File: src/rtl/prci_rst_seq.sv
// prci_rst_seq: multi-domain reset sequencer.
// Waits until every domain's lock/ready source is stable, then releases the
// per-domain resets one at a time with RELEASE_DLY cycles between releases.
// Lock loss re-sequences every domain. In RUN it also supports a per-domain
// soft-reset pulse and a debug reset that leaves domain 0 running.
//
// Ports:
//   i_clk          reference clock (free-running)
//   i_rst          asynchronous active-high reset
//   i_locked       per-domain lock/ready, asynchronous to i_clk
//   i_swreset      per-domain soft-reset request pulse
//   i_dmireset     debug reset request pulse (re-sequences domains 1..NDOM-1)
//   o_rst/o_nrst   per-domain reset, active-high / active-low
//   o_all_ready    every domain out of reset, in RUN, no soft reset active
//   o_lock_timeout sticky per-domain "lock never arrived" flag
//   o_state        0 = WAIT_LOCK, 1 = RELEASE, 2 = RUN
//
// state     | meaning
// ----------+----------------------------------------------------------
// WAIT_LOCK | all resets held, waiting for every filtered lock
// RELEASE   | releasing domain r_idx after RELEASE_DLY cycles each
// RUN       | all domains released; serve soft and debug resets
module prci_rst_seq #(
  parameter int NDOM        = 4,
  parameter int RELEASE_DLY = 16,
  parameter int LOCK_FILT   = 4,
  parameter int TIMEOUT     = 1024
) (
  input  logic            i_clk,
  input  logic            i_rst,
  input  logic [NDOM-1:0] i_locked,
  input  logic [NDOM-1:0] i_swreset,
  input  logic            i_dmireset,
  output logic [NDOM-1:0] o_rst,
  output logic [NDOM-1:0] o_nrst,
  output logic            o_all_ready,
  output logic [NDOM-1:0] o_lock_timeout,
  output logic [1:0]      o_state
);

  localparam int IW = $clog2(NDOM) + 1;
  localparam int SW = $clog2(RELEASE_DLY + 1);
  localparam int WW = $clog2(TIMEOUT + 1);
  localparam int FW = $clog2(LOCK_FILT + 1);

  localparam logic [1:0] ST_WAIT = 2'd0;
  localparam logic [1:0] ST_REL  = 2'd1;
  localparam logic [1:0] ST_RUN  = 2'd2;

  localparam logic [SW-1:0] DLY_LAST = SW'(RELEASE_DLY - 1);
  localparam logic [SW-1:0] DLY_LEN  = SW'(RELEASE_DLY);
  localparam logic [WW-1:0] WAIT_TO  = WW'(TIMEOUT - 1);
  localparam logic [WW-1:0] WAIT_MAX = WW'(TIMEOUT);
  localparam logic [FW-1:0] FILT_MAX = FW'(LOCK_FILT);
  localparam logic [IW-1:0] IDX_LAST = IW'(NDOM - 1);

  logic [NDOM-1:0]          r_lock_m;
  logic [NDOM-1:0]          r_lock_s;
  logic [NDOM-1:0][FW-1:0]  r_filt;
  logic [NDOM-1:0]          w_lock_ok;
  logic                     w_all_lock;

  logic [1:0]               r_state,  w_state_nxt;
  logic [IW-1:0]            r_idx,    w_idx_nxt;
  logic [SW-1:0]            r_dly,    w_dly_nxt;
  logic [WW-1:0]            r_wait,   w_wait_nxt;
  logic [NDOM-1:0][SW-1:0]  r_sw,     w_sw_nxt;
  logic [NDOM-1:0]          r_rst,    w_rst_nxt;
  logic [NDOM-1:0]          r_nrst;
  logic                     r_ready,  w_ready_nxt;
  logic [NDOM-1:0]          r_to,     w_to_nxt;

  always_ff @(posedge i_clk or posedge i_rst) begin
    if (i_rst) begin
      r_lock_m <= '0;
      r_lock_s <= '0;
    end else begin
      r_lock_m <= i_locked;
      r_lock_s <= r_lock_m;
    end
  end

  // Saturating stability filter: a single low sample restarts the count.
  always_ff @(posedge i_clk or posedge i_rst) begin
    if (i_rst) begin
      r_filt <= '0;
    end else begin
      for (int d = 0; d < NDOM; d++) begin
        if (!r_lock_s[d])
          r_filt[d] <= '0;
        else if (r_filt[d] != FILT_MAX)
          r_filt[d] <= r_filt[d] + FW'(1);
      end
    end
  end

  always_comb begin
    w_lock_ok = '0;
    for (int d = 0; d < NDOM; d++)
      w_lock_ok[d] = (r_filt[d] == FILT_MAX);
  end

  assign w_all_lock = &w_lock_ok;

  always_comb begin
    w_state_nxt = r_state;
    w_idx_nxt   = r_idx;
    w_dly_nxt   = r_dly;
    w_wait_nxt  = r_wait;
    w_sw_nxt    = r_sw;
    w_rst_nxt   = r_rst;
    w_ready_nxt = r_ready;
    w_to_nxt    = r_to;

    // Soft-reset down-counters run in any state; terminal count drops the reset.
    for (int d = 0; d < NDOM; d++) begin
      if (r_sw[d] != '0) begin
        w_sw_nxt[d] = r_sw[d] - SW'(1);
        if (r_sw[d] == SW'(1))
          w_rst_nxt[d] = 1'b0;
      end
    end

    case (r_state)
      ST_WAIT: begin
        w_rst_nxt   = '1;
        w_ready_nxt = 1'b0;
        if (w_all_lock) begin
          w_state_nxt = ST_REL;
          w_idx_nxt   = '0;
          w_dly_nxt   = '0;
          w_wait_nxt  = '0;
        end else begin
          if (r_wait == WAIT_TO)
            w_to_nxt = r_to | ~w_lock_ok;
          if (r_wait != WAIT_MAX)
            w_wait_nxt = r_wait + WW'(1);
        end
      end

      ST_REL, ST_RUN: begin
        if (!w_all_lock) begin
          // Lock loss outranks everything and cancels soft resets.
          w_state_nxt = ST_WAIT;
          w_rst_nxt   = '1;
          w_ready_nxt = 1'b0;
          w_idx_nxt   = '0;
          w_dly_nxt   = '0;
          w_wait_nxt  = '0;
          w_sw_nxt    = '0;
        end else if (r_state == ST_REL) begin
          w_ready_nxt = 1'b0;
          if (r_dly == DLY_LAST) begin
            for (int d = 0; d < NDOM; d++)
              if (r_idx == IW'(d))
                w_rst_nxt[d] = 1'b0;
            w_dly_nxt = '0;
            w_idx_nxt = r_idx + IW'(1);
            if (r_idx == IDX_LAST)
              w_state_nxt = ST_RUN;
          end else begin
            w_dly_nxt = r_dly + SW'(1);
          end
        end else if (i_dmireset && (NDOM > 1)) begin
          // Debug reset re-sequences domains 1.. only; domain 0 keeps running,
          // including any soft reset it already has in flight.
          for (int d = 1; d < NDOM; d++) begin
            w_rst_nxt[d] = 1'b1;
            w_sw_nxt[d]  = '0;
          end
          w_state_nxt = ST_REL;
          w_idx_nxt   = IW'(1);
          w_dly_nxt   = '0;
          w_ready_nxt = 1'b0;
        end else begin
          // A repeated request simply reloads the counter.
          for (int d = 0; d < NDOM; d++) begin
            if (i_swreset[d]) begin
              w_sw_nxt[d]  = DLY_LEN;
              w_rst_nxt[d] = 1'b1;
            end
          end
          w_ready_nxt = (w_sw_nxt == '0);
        end
      end

      default: begin
        w_state_nxt = ST_WAIT;
        w_rst_nxt   = '1;
        w_ready_nxt = 1'b0;
        w_idx_nxt   = '0;
        w_dly_nxt   = '0;
        w_wait_nxt  = '0;
        w_sw_nxt    = '0;
      end
    endcase
  end

  always_ff @(posedge i_clk or posedge i_rst) begin
    if (i_rst) begin
      r_state <= ST_WAIT;
      r_idx   <= '0;
      r_dly   <= '0;
      r_wait  <= '0;
      r_sw    <= '0;
      r_rst   <= '1;
      r_nrst  <= '0;
      r_ready <= 1'b0;
      r_to    <= '0;
    end else begin
      r_state <= w_state_nxt;
      r_idx   <= w_idx_nxt;
      r_dly   <= w_dly_nxt;
      r_wait  <= w_wait_nxt;
      r_sw    <= w_sw_nxt;
      r_rst   <= w_rst_nxt;
      r_nrst  <= ~w_rst_nxt;
      r_ready <= w_ready_nxt;
      r_to    <= w_to_nxt;
    end
  end

  assign o_rst          = r_rst;
  assign o_nrst         = r_nrst;
  assign o_all_ready    = r_ready;
  assign o_lock_timeout = r_to;
  assign o_state        = r_state;

endmodule

File: config.mk
export PLATFORM = sky130hd
export DESIGN_NAME = prci_rst_seq
export DESIGN_NICKNAME = d
export VERILOG_FILES = /design/src/rtl/prci_rst_seq.sv
export SDC_FILE = /design/constraint.sdc
export NUM_CORES = 1
export LEC_CHECK = 0
export BUFFER_PORTS_ARGS = -buffer_cell sky130_fd_sc_hd__buf_2
export CAP_MARGIN = 30
export CORE_ASPECT_RATIO = 0.7
export CORE_MARGIN = 8
export CORE_UTILIZATION = 51
export CTS_CLUSTER_DIAMETER = 100
export CTS_CLUSTER_SIZE = 28
export DETAILED_ROUTE_END_ITERATION = 10
export PLACE_DENSITY = 0.74
export SLEW_MARGIN = 30
export SYNTH_ARGS = -nofsm -noshare
export SYNTH_HDL_FRONTEND = slang
export SYNTH_SLANG_ARGS = --single-unit
File: constraint.sdc
create_clock -name i_clk -period 2 [get_ports i_clk]
set_clock_uncertainty 0.2 [all_clocks]
set_input_delay 0 -clock i_clk [delete_from_list [all_inputs] [get_ports i_clk]]
set_output_delay 0 -clock i_clk [all_outputs]
set_load 0.05 [all_outputs]
==> results of run 1 <==
[cell type report]
class / instances / area share
Clock inverter: 7 / 0.01953
Sequential cell: 74 / 0.3121
Clock buffer: 9 / 0.03781
Multi-Input combinational cell: 294 / 0.4108
Tap cell: 101 / 0.02121
Timing Repair Buffer: 124 / 0.1729
Inverter: 38 / 0.02562
[worst max-delay path: stages, from the launching register on]
cell and delay (ns):
dfrtp_1 0.40, inv_2 0.08, ha_4 0.13, and4_4 0.28, a21o_1 0.18, a21bo_4 0.27
or4_4 0.49, o21ai_2 0.07
[stage by stage]
step | total power, mW | setup slack, ns
after floorplan | 4.067 | -0.08565
after global placement | 5.008 | -0.2278
after detailed placement | 5.169 | -0.2898
after CTS | 7.381 | -0.08710
after global routing | 8.639 | -0.2291
final | 8.177 | -0.1769
[kinds of logic after synthesis]
group	after synthesis	share of synthesized area
compound gates	99	0.1648
xor+xnor	9	0.01937
fa+ha+maj	32	0.09840
buf+inv	47	0.04705
flops	74	0.4563
mux	7	0.01814
simple gates	147	0.1959
[state kept, by name, summed over array words and instances (netlist names)]
name and cells:
r_idx 3, r_lock_s 4, o_lock_timeout 4, r_lock_m 4, o_all_ready 1, r_wait 11, r_sw 20, r_filt 12
o_nrst 4, o_rst 4, o_state 2, r_dly 5
[synth_stat cells (all sizes together), types with 3 or more instances]
cell     count  area, um2
buf          7      41.29
nand2       32      122.6
o21a         3      22.52
nor2b       13      81.33
mux2         3      33.78
a21oi       12      60.06
and3         4      25.02
o31ai        5      42.54
a21bo        3      30.03
inv         38      142.6
nor3b        4      30.03
and2         8      50.05
a21boi       4      30.03
a31oi       11      68.82
a211oi       4      30.03
a2111oi      3      27.53
and4         3      31.28
mux2i        4      40.04
xnor2        8      70.07
dfrtp       70       1752
nand4        3      18.77
ha          32      400.4
nand2b       6      37.54
nand3       18      95.09
nor2        31      116.4
nor3         8      40.04
o21ai       27      138.9
nor4         7      56.30
a21o        11      82.58
a31o         3      26.28
dfstp        4      105.1
[power by group through the flow]
stage | registers (mW) | logic [mW] | clock network [mW]
finish | 2.01 | 4.30 | 1.87
global route | 2.04 | 4.65 | 1.95
global placement | 1.97 | 3.04 | 0
floorplan | 2.03 | 2.03 | 0
detailed placement | 1.99 | 3.18 | 0
CTS | 1.98 | 3.52 | 1.88
[worst max-delay path by stage]
stage	from	slack, ns	to
5_1_grt	r_sw[6]	-0.23	o_all_ready
2_1_floorplan	o_state[0]	-0.09	r_idx[2]
6_report	r_filt[6]	-0.18	r_idx[2]
3_5_place_dp	r_sw[11]	-0.29	o_all_ready
3_3_place_gp	r_sw[11]	-0.23	o_all_ready
4_1_cts	r_filt[9]	-0.09	r_idx[2]
[metal layers]
layer	vias to the layer above	routed length (um)
met5	-	0
met4	0	166
met3	18	658
met2	115	5655
met1	1801	4918
li1	1712	-
[timing repair]
action | CTS | global route
setup buffers | 7 | 12
gates cloned | 0 | 4
gates resized for setup | 32 | 68
endpoints found under the hold margin | 86 | 0
hold buffers | 10 | 0
endpoints found under the setup margin | 34 | 47
pin swaps | 17 | 24
==> impl_metrics.csv, run 1 <==
group,metric,value,unit
detailed_routing,drtIter0Drc,260,
detailed_routing,wl_per_cell,17.62,um
grt,grt_use_met3,0.06059,
critical_path,r2r-start,"r_filt[6]",
floorplanning,die_h,90.73,um
critical_path,crit_path_end_kind,"flop",
detailed_routing,via_per_inst,5.635,
clock_tree,cts_tree,"done",
floorplanning,die_w,122.8,um
synth,synth.avg_cell_area,9.805,um2
timing,max_slew_margin,0.5938,
synth,syn_inst,415,
synth,synth-seq-cells,74,
final_layout,fillers,473,
clock_tree,htree_levels,3,
final_layout,mostFrequentLayoutCells,"70 x buf_4, 68 x dfrtp_1, 29 x nand2_1",
power,p_switching,3.054,mW
grt,track_usage,0.1912,
final_layout,post-route-util,0.7633,
synth,syn_area,0.004069,mm2
floorplanning,core,0.007804,mm2
synth,synth_cell_types,62,
timing,tightest_slew,0.6080,ns
floorplanning,start_util,0.5214,
placement,place_area,0.004888,mm2
clock_tree,clock-sinks,74,
final_layout,multi_input_area,0.002447,mm2
floorplanning,io_pins,26,
power,vdd_ir_drop_max,0.7592,mV
clock_tree,clk_latency,0.34,ns
critical_path,crit_fanout,4,
floorplanning,num_rows,27,
detailed_routing,drc,0,
final_layout,final_area,0.005957,mm2
run,maxCapViolCount,0,
detailed_routing,wl,11400,um
synth,yosysWarnings,0,
grt,top_usage_layer,"met2",
final_layout,final_nets,584,
final_layout,drive_above_1_share,0.4194,
grt,grt_max_degree,27,
grt,met2_usage,0.3029,
critical_path,critPathRequiredTime,2.07,ns
grt,first_global_vias,3566,
status,violations,"negative setup slack",
final_layout,diodes,0,
clock_tree,clk_pin_slew_worst_paths,0.06,ns
critical_path,cp.arrival,2.24,ns
power,power_density,1373,mW/mm2
placement,dpl.cell_count,598,
power,share_comb_of_total_power,0.525,
placement,portBuffers,25,
synth,synth_ff_type,"dfrtp_1",
grt,antenna_found_initial,0,
grt,grt_pass1_wl,16940,um
grt,met1_usage,0.2414,
critical_path,critPathLaunchType,"flop",
power,seq_power_share,0.246,
final_layout,fin_cells,647,
synth,async_flop_share,1.000,
timing,finalCriticalPeriod,2.177,ns
timing,fmax,459.4,MHz
synth,synth_edf_count,0,
placement,place_congestion,0.8409,
clock_tree,clockRootBuffer,"clkbuf_16",
critical_path,worst-r2r-cell-count,7,
clock_tree,numCtsBuffers,9,
power,p_sw_frac,0.3735,
grt,overflow,0,
placement,dp_hpwl,7200,um
synth,ys_seq_area_frac,0.4563,
timing,rsz0062_at_grt,"yes",
critical_path,r2r_end,"r_idx[2]",
timing,layout_setup_ws,-0.1769,ns
detailed_routing,first_pass_iters,5,
timing,drv_slew,0,
final_layout,area_growth,46.40,%
min_path,min_path_type,"in -> async",
timing,hold_slack,0.07677,ns
timing,setup_viol,21,
power,intPower,5.123,mW
timing,period_share,1.088,
critical_path,worst-setup-path-type,"reg -> reg",
detailed_routing,num_vias,3646,
power,leakage,2.817,nW
synth,syn_nets,458,
floorplanning,die-area,0.01114,mm2
critical_path,rrSetupSlack,-0.18,ns
clock_tree,clockBufferDepth,2,
final_layout,ff_latch_area,0.001859,mm2
power,pwr-share-clk,0.229,
timing,fin_tns_setup,-0.9943,ns
final_layout,final_common_cell,"buf_4",
status,status,"finished, violations left",
timing,hold_violations,0,
detailed_routing,drt.antenna.violating_nets,0,
No activity file was read; power rests on OpenSTA's default activity.
==> run 2, diff against run 1 <==
--- a/config.mk
+++ b/config.mk
@@ -14,6 +14,8 @@
 export CTS_CLUSTER_SIZE = 28
 export DETAILED_ROUTE_END_ITERATION = 10
 export PLACE_DENSITY = 0.74
+export RECOVER_POWER = 50
+export REMOVE_ABC_BUFFERS = 1
 export SLEW_MARGIN = 30
 export SYNTH_ARGS = -nofsm -noshare
 export SYNTH_HDL_FRONTEND = slang
==> impl_metrics.csv, run 2 (synthesis results as in run 1) <==
group,metric,value,unit
final_layout,diodes,0,
final_layout,mostFrequentLayoutCells,"94 x buf_4, 70 x dfrtp_1, 29 x nand2_1",
timing,setup_viol,24,
clock_tree,clockRootBuffer,"clkbuf_16",
final_layout,fin_cells,665,
critical_path,worst-path-buf-inv,1,
grt,grt_max_degree,42,
final_layout,area_growth,45.60,%
power,vdd_ir_drop_max,0.8407,mV
floorplanning,die_w,122.8,um
power,leakage,2.848,nW
floorplanning,die_h,90.73,um
clock_tree,clk_latency,0.35,ns
critical_path,cp.arrival,2.38,ns
clock_tree,clock-sinks,74,
timing,fmax,428.1,MHz
timing,finalCriticalPeriod,2.336,ns
critical_path,slowest_delay,0.45,ns
floorplanning,start_util,0.5214,
final_layout,final_common_cell,"buf_4",
grt,first_global_vias,3647,
power,power_density,1374,mW/mm2
final_layout,post-route-util,0.7592,
placement,place_area,0.004862,mm2
final_layout,drive_above_1_share,0.4255,
placement,portBuffers,25,
clock_tree,numCtsBuffers,9,
critical_path,crit_path_end_kind,"flop",
detailed_routing,first_pass_iters,4,
grt,track_usage,0.1990,
clock_tree,clk_pin_slew_worst_paths,0.06,ns
floorplanning,num_rows,27,
floorplanning,core,0.007804,mm2
critical_path,critPathTopFamily,"simple AND/OR/NAND/NOR gates",
critical_path,slowest_stage,"a2111oi_1",
timing,tightest_slew,0.7757,ns
detailed_routing,wl_per_cell,18.85,um
timing,layout_setup_ws,-0.3358,ns
critical_path,critPathLaunchType,"flop",
status,status,"finished, violations left",
detailed_routing,via_per_inst,5.774,
final_layout,final_nets,602,
detailed_routing,num_vias,3840,
detailed_routing,drtIter0Drc,392,
detailed_routing,drt.antenna.violating_nets,0,
critical_path,rrSetupSlack,-0.34,ns
final_layout,largest_reg_flops,20,
timing,fin_tns_setup,-1.548,ns
grt,grt_pass1_wl,17550,um
timing,max_slew_margin,0.4823,
clock_tree,htree_levels,3,
grt,antenna_found_initial,0,
clock_tree,clockBufferDepth,2,
final_layout,regMostFlops,"r_sw",
floorplanning,io_pins,26,
timing,period_share,1.168,
floorplanning,die-area,0.01114,mm2
power,total_power,8.138,mW
grt,overflow,0,
placement,dpl.cell_count,609,
run,maxCapViolCount,0,
critical_path,critPathRequiredTime,2.04,ns
timing,hold_slack,0.08694,ns
detailed_routing,drc,0,
clock_tree,cts_tree,"done",
critical_path,path_cells,"buf_4 > nor3_1 > nor2b_1 > a2111oi_1 > nand4_1 > nor4_2",
min_path,min_path_type,"in -> reg",
critical_path,crit_fanout,2,
detailed_routing,wl,12540,um
placement,dp_hpwl,6994,um
timing,rsz0062_at_grt,"yes",
placement,place_congestion,0.8280,
placement,pre_cts_slack,-0.2437,ns
final_layout,final_area,0.005924,mm2
final_layout,largestRegisters,"r_sw x20, r_filt x12, r_wait x11",
critical_path,worst-setup-path-type,"reg -> reg",
timing,drv_slew,0,
timing,hold_violations,0,
status,violations,"negative setup slack",
[run 2: cell count changes in the layout (fill, tap and decap cells not counted), moves of 3 or more]
cell and delta:
buf_6 -4, o21ai_2 +3, inv_1 +7, bufinv_16 -3, inv_2 -4, clkbuf_16 -3
clkbuf_1 +3, buf_4 +24
[run 2: area by class of cell]
type                            count  area (um2)
Clock buffer                       11       242.7
Multi-Input combinational cell    294        2446
Tap cell                          101       126.4
Fill cell                         475        1879
Timing Repair Buffer              142        1080
Inverter                           38       142.6
Sequential cell                    74        1857
Clock inverter                      5       30.03
[run 2: what timing repair did]
action                     4_1_cts  5_1_grt
pin swaps                       11       21
cloned                           0        1
hold endpoints to repair        87        0
hold buffers                    10        0
resized for setup               42       75
setup endpoints to repair       29       51
setup buffers                   12       17
[run 2: routing by layer]
layer | global-route usage | wire [um] | up-vias
met5 | 0 | 0 | -
met1 | 0.2492 | 5297 | 1929
met3 | 0.05746 | 644 | 33
met4 | 0.06977 | 356 | 0
li1 | - | - | 1750
met2 | 0.3183 | 6240 | 128
[run 2: path summary, 6_finish.rpt]
| path | from | to | depth (start not counted) |
|---|---|---|---|
| worst max-delay path | r_sw[11] | o_all_ready | 6 |
| worst min-delay path | i_locked[3] | r_lock_m[3] | 2 |
| worst max register to register | r_sw[11] | o_all_ready | 6 |
| worst min register to register | r_lock_m[3] | r_lock_s[3] | 0 |
| max in group asynchronous | i_rst | r_dly[2] | 4 |
| min in group asynchronous | i_rst | o_state[0] | 3 |
[run 2: worst reg2reg max path, delay by kind of cell (launching register included)]
kind	cells	cell delay (ns)
AO/OA/AOI/OAI	1	0.45
buffers and inverters	1	0.16
flip-flops	1	0.40
AND/OR/NAND/NOR	4	1.01
[run 2: power breakdown]
| part | internal, mW | switching, mW |
|---|---|---|
| Clock | 0.867 | 0.664 |
| Sequential | 1.74 | 0.276 |
| Combinational | 2.31 | 2.28 |
| Total | 4.92 | 3.22 |
==> run 3, diff against run 2 <==
--- a/config.mk
+++ b/config.mk
@@ -16,6 +16,8 @@
 export PLACE_DENSITY = 0.74
 export RECOVER_POWER = 50
 export REMOVE_ABC_BUFFERS = 1
+export SETUP_SLACK_MARGIN = 0.1
+export SKIP_LAST_GASP = 1
 export SLEW_MARGIN = 30
 export SYNTH_ARGS = -nofsm -noshare
 export SYNTH_HDL_FRONTEND = slang
==> impl_metrics.csv, run 3 (synthesis results as in run 1) <==
group,metric,value,unit
grt,met2_usage,0.3314,
run,maxCapViolCount,0,
detailed_routing,drc,0,
detailed_routing,first_pass_iters,7,
grt,overflow,0,
clock_tree,clockRootBuffer,"clkbuf_16",
timing,drv_slew,0,
power,seq_power_share,0.247,
clock_tree,clockBufferDepth,2,
final_layout,final_common_cell,"buf_4",
timing,setup_viol,47,
timing,tightest_slew,0.7806,ns
timing,max_slew_margin,0.4790,
critical_path,cp.arrival,2.31,ns
power,total_power,8.114,mW
final_layout,drive_above_1_share,0.4078,
power,share_comb_of_total_power,0.567,
critical_path,crit_path_end_kind,"flop",
grt,grt_pass1_wl,18010,um
grt,grt_use_met3,0.05621,
clock_tree,clk_latency,0.35,ns
detailed_routing,via_per_inst,5.666,
grt,antenna_found_initial,0,
final_layout,regMostFlops,"r_sw",
placement,place_congestion,0.8280,
status,status,"finished, violations left",
timing,hold_violations,0,
grt,met1_usage,0.2514,
floorplanning,num_rows,27,
final_layout,diodes,0,
detailed_routing,wl,12190,um
clock_tree,htree_levels,3,
placement,pre_cts_slack,-0.2437,ns
timing,finalCriticalPeriod,2.254,ns
floorplanning,die-area,0.01114,mm2
timing,layout_setup_ws,-0.2536,ns
floorplanning,core,0.007804,mm2
final_layout,final_nets,602,
power,vdd_ir_drop_max,0.7794,mV
critical_path,crit_fanout,4,
detailed_routing,drtIter0Drc,267,
final_layout,largest_reg_flops,20,
power,p_switching,3.159,mW
final_layout,mostFrequentLayoutCells,"91 x buf_4, 70 x dfrtp_1, 30 x nand2_1",
clock_tree,cts_tree,"done",
grt,grt_max_degree,42,
floorplanning,die_w,122.8,um
floorplanning,die_h,90.73,um
critical_path,worst-setup-path-type,"reg -> reg",
critical_path,critPathLaunchType,"flop",
clock_tree,numCtsBuffers,9,
power,pwr-share-clk,0.185,
power,power_density,1373,mW/mm2
timing,fin_tns_setup,-3.732,ns
critical_path,critPathRequiredTime,2.06,ns
floorplanning,io_pins,26,
power,p_sw_frac,0.3893,
detailed_routing,num_vias,3768,
placement,dp_hpwl,6994,um
timing,period_share,1.127,
power,leakage,2.853,nW
min_path,min_path_type,"in -> reg",
clock_tree,clock-sinks,74,
grt,track_usage,0.2041,
grt,first_global_vias,3745,
clock_tree,clk_pin_slew_worst_paths,0.06,ns
detailed_routing,wl_per_cell,18.33,um
final_layout,largestRegisters,"r_sw x20, r_filt x12, r_wait x11",
detailed_routing,drt.antenna.violating_nets,0,
timing,rsz0062_at_grt,"yes",
status,violations,"negative setup slack",
final_layout,area_growth,45.23,%
grt,top_usage_layer,"met2",
timing,fmax,443.7,MHz
final_layout,post-route-util,0.7573,
placement,portBuffers,25,
power,intPower,4.955,mW
critical_path,rrSetupSlack,-0.25,ns
floorplanning,start_util,0.5214,
==> run 3: cell types whose count changed in the layout (fill, tap and decap cells not counted), sizes merged <==
| cell | change |
|---|---|
| buf | -1 |
| clkbuf | +1 |
==> run 3: what timing repair did <==
item,CTS,global route
endpoints found under the hold margin,87,0
cloned,0,1
pin swaps,11,21
gates resized for setup,48,63
hold buffers,10,0
endpoints found under the setup margin,49,54
setup buffers,16,14
==> run 3: worst paths after layout <==
path,from,endpoint,cells after the start
worst min register to register,r_lock_m[3],r_lock_s[3],0
max in group asynchronous,i_rst,o_rst[0],4
worst max register to register,r_filt[0],r_idx[2],7
min in group asynchronous,i_rst,o_state[0],3
worst min-delay path,i_locked[3],r_lock_m[3],2
worst max-delay path,r_filt[0],r_idx[2],7
==> run 3: metal layers <==
metal	share of wire	up-vias
li1	-	1746
met1	0.43	1889
met2	0.50	106
met3	0.047	27
met4	0.023	0
met5	0	-
==> run 3: power by group through the flow <==
stage / Clock [mW] / Sequential, mW / Combinational [mW]
2_1_floorplan: 0 / 2.02 / 1.82
3_3_place_gp: 0 / 1.94 / 3.15
3_5_place_dp: 0 / 1.97 / 3.26
4_1_cts: 1.53 / 1.96 / 3.80
5_1_grt: 1.59 / 2.03 / 4.93
6_report: 1.50 / 2.01 / 4.60
==> run 3: critical path: stages, from the launching register on <==
cell and delay (ns):
dfrtp_1 0.40, inv_2 0.10, ha_4 0.14, and4_4 0.27
a21o_1 0.17, a21bo_4 0.25, or4_4 0.54, o21ai_2 0.10
==> run 3: layout make-up <==
class                      count  area [um2]
multi-input combinational    294        2410
fill                         477        1894
tap                          101       126.4
clock inverter                 5       30.03
timing repair buffer         142        1101
clock buffer                  11       242.7
inverter                      38       142.6
sequential                    74        1857
==> run 3: through the flow <==
step	hold WS, ns	std cells	cell area [um2]
detailed placement	-0.1661	609	4862
finish	0.09166	665	5909
global placement	-0.1768	609	4862
floorplan	-0.1686	406	4020
global route	0.09332	665	5909
CTS	0.02189	651	5568
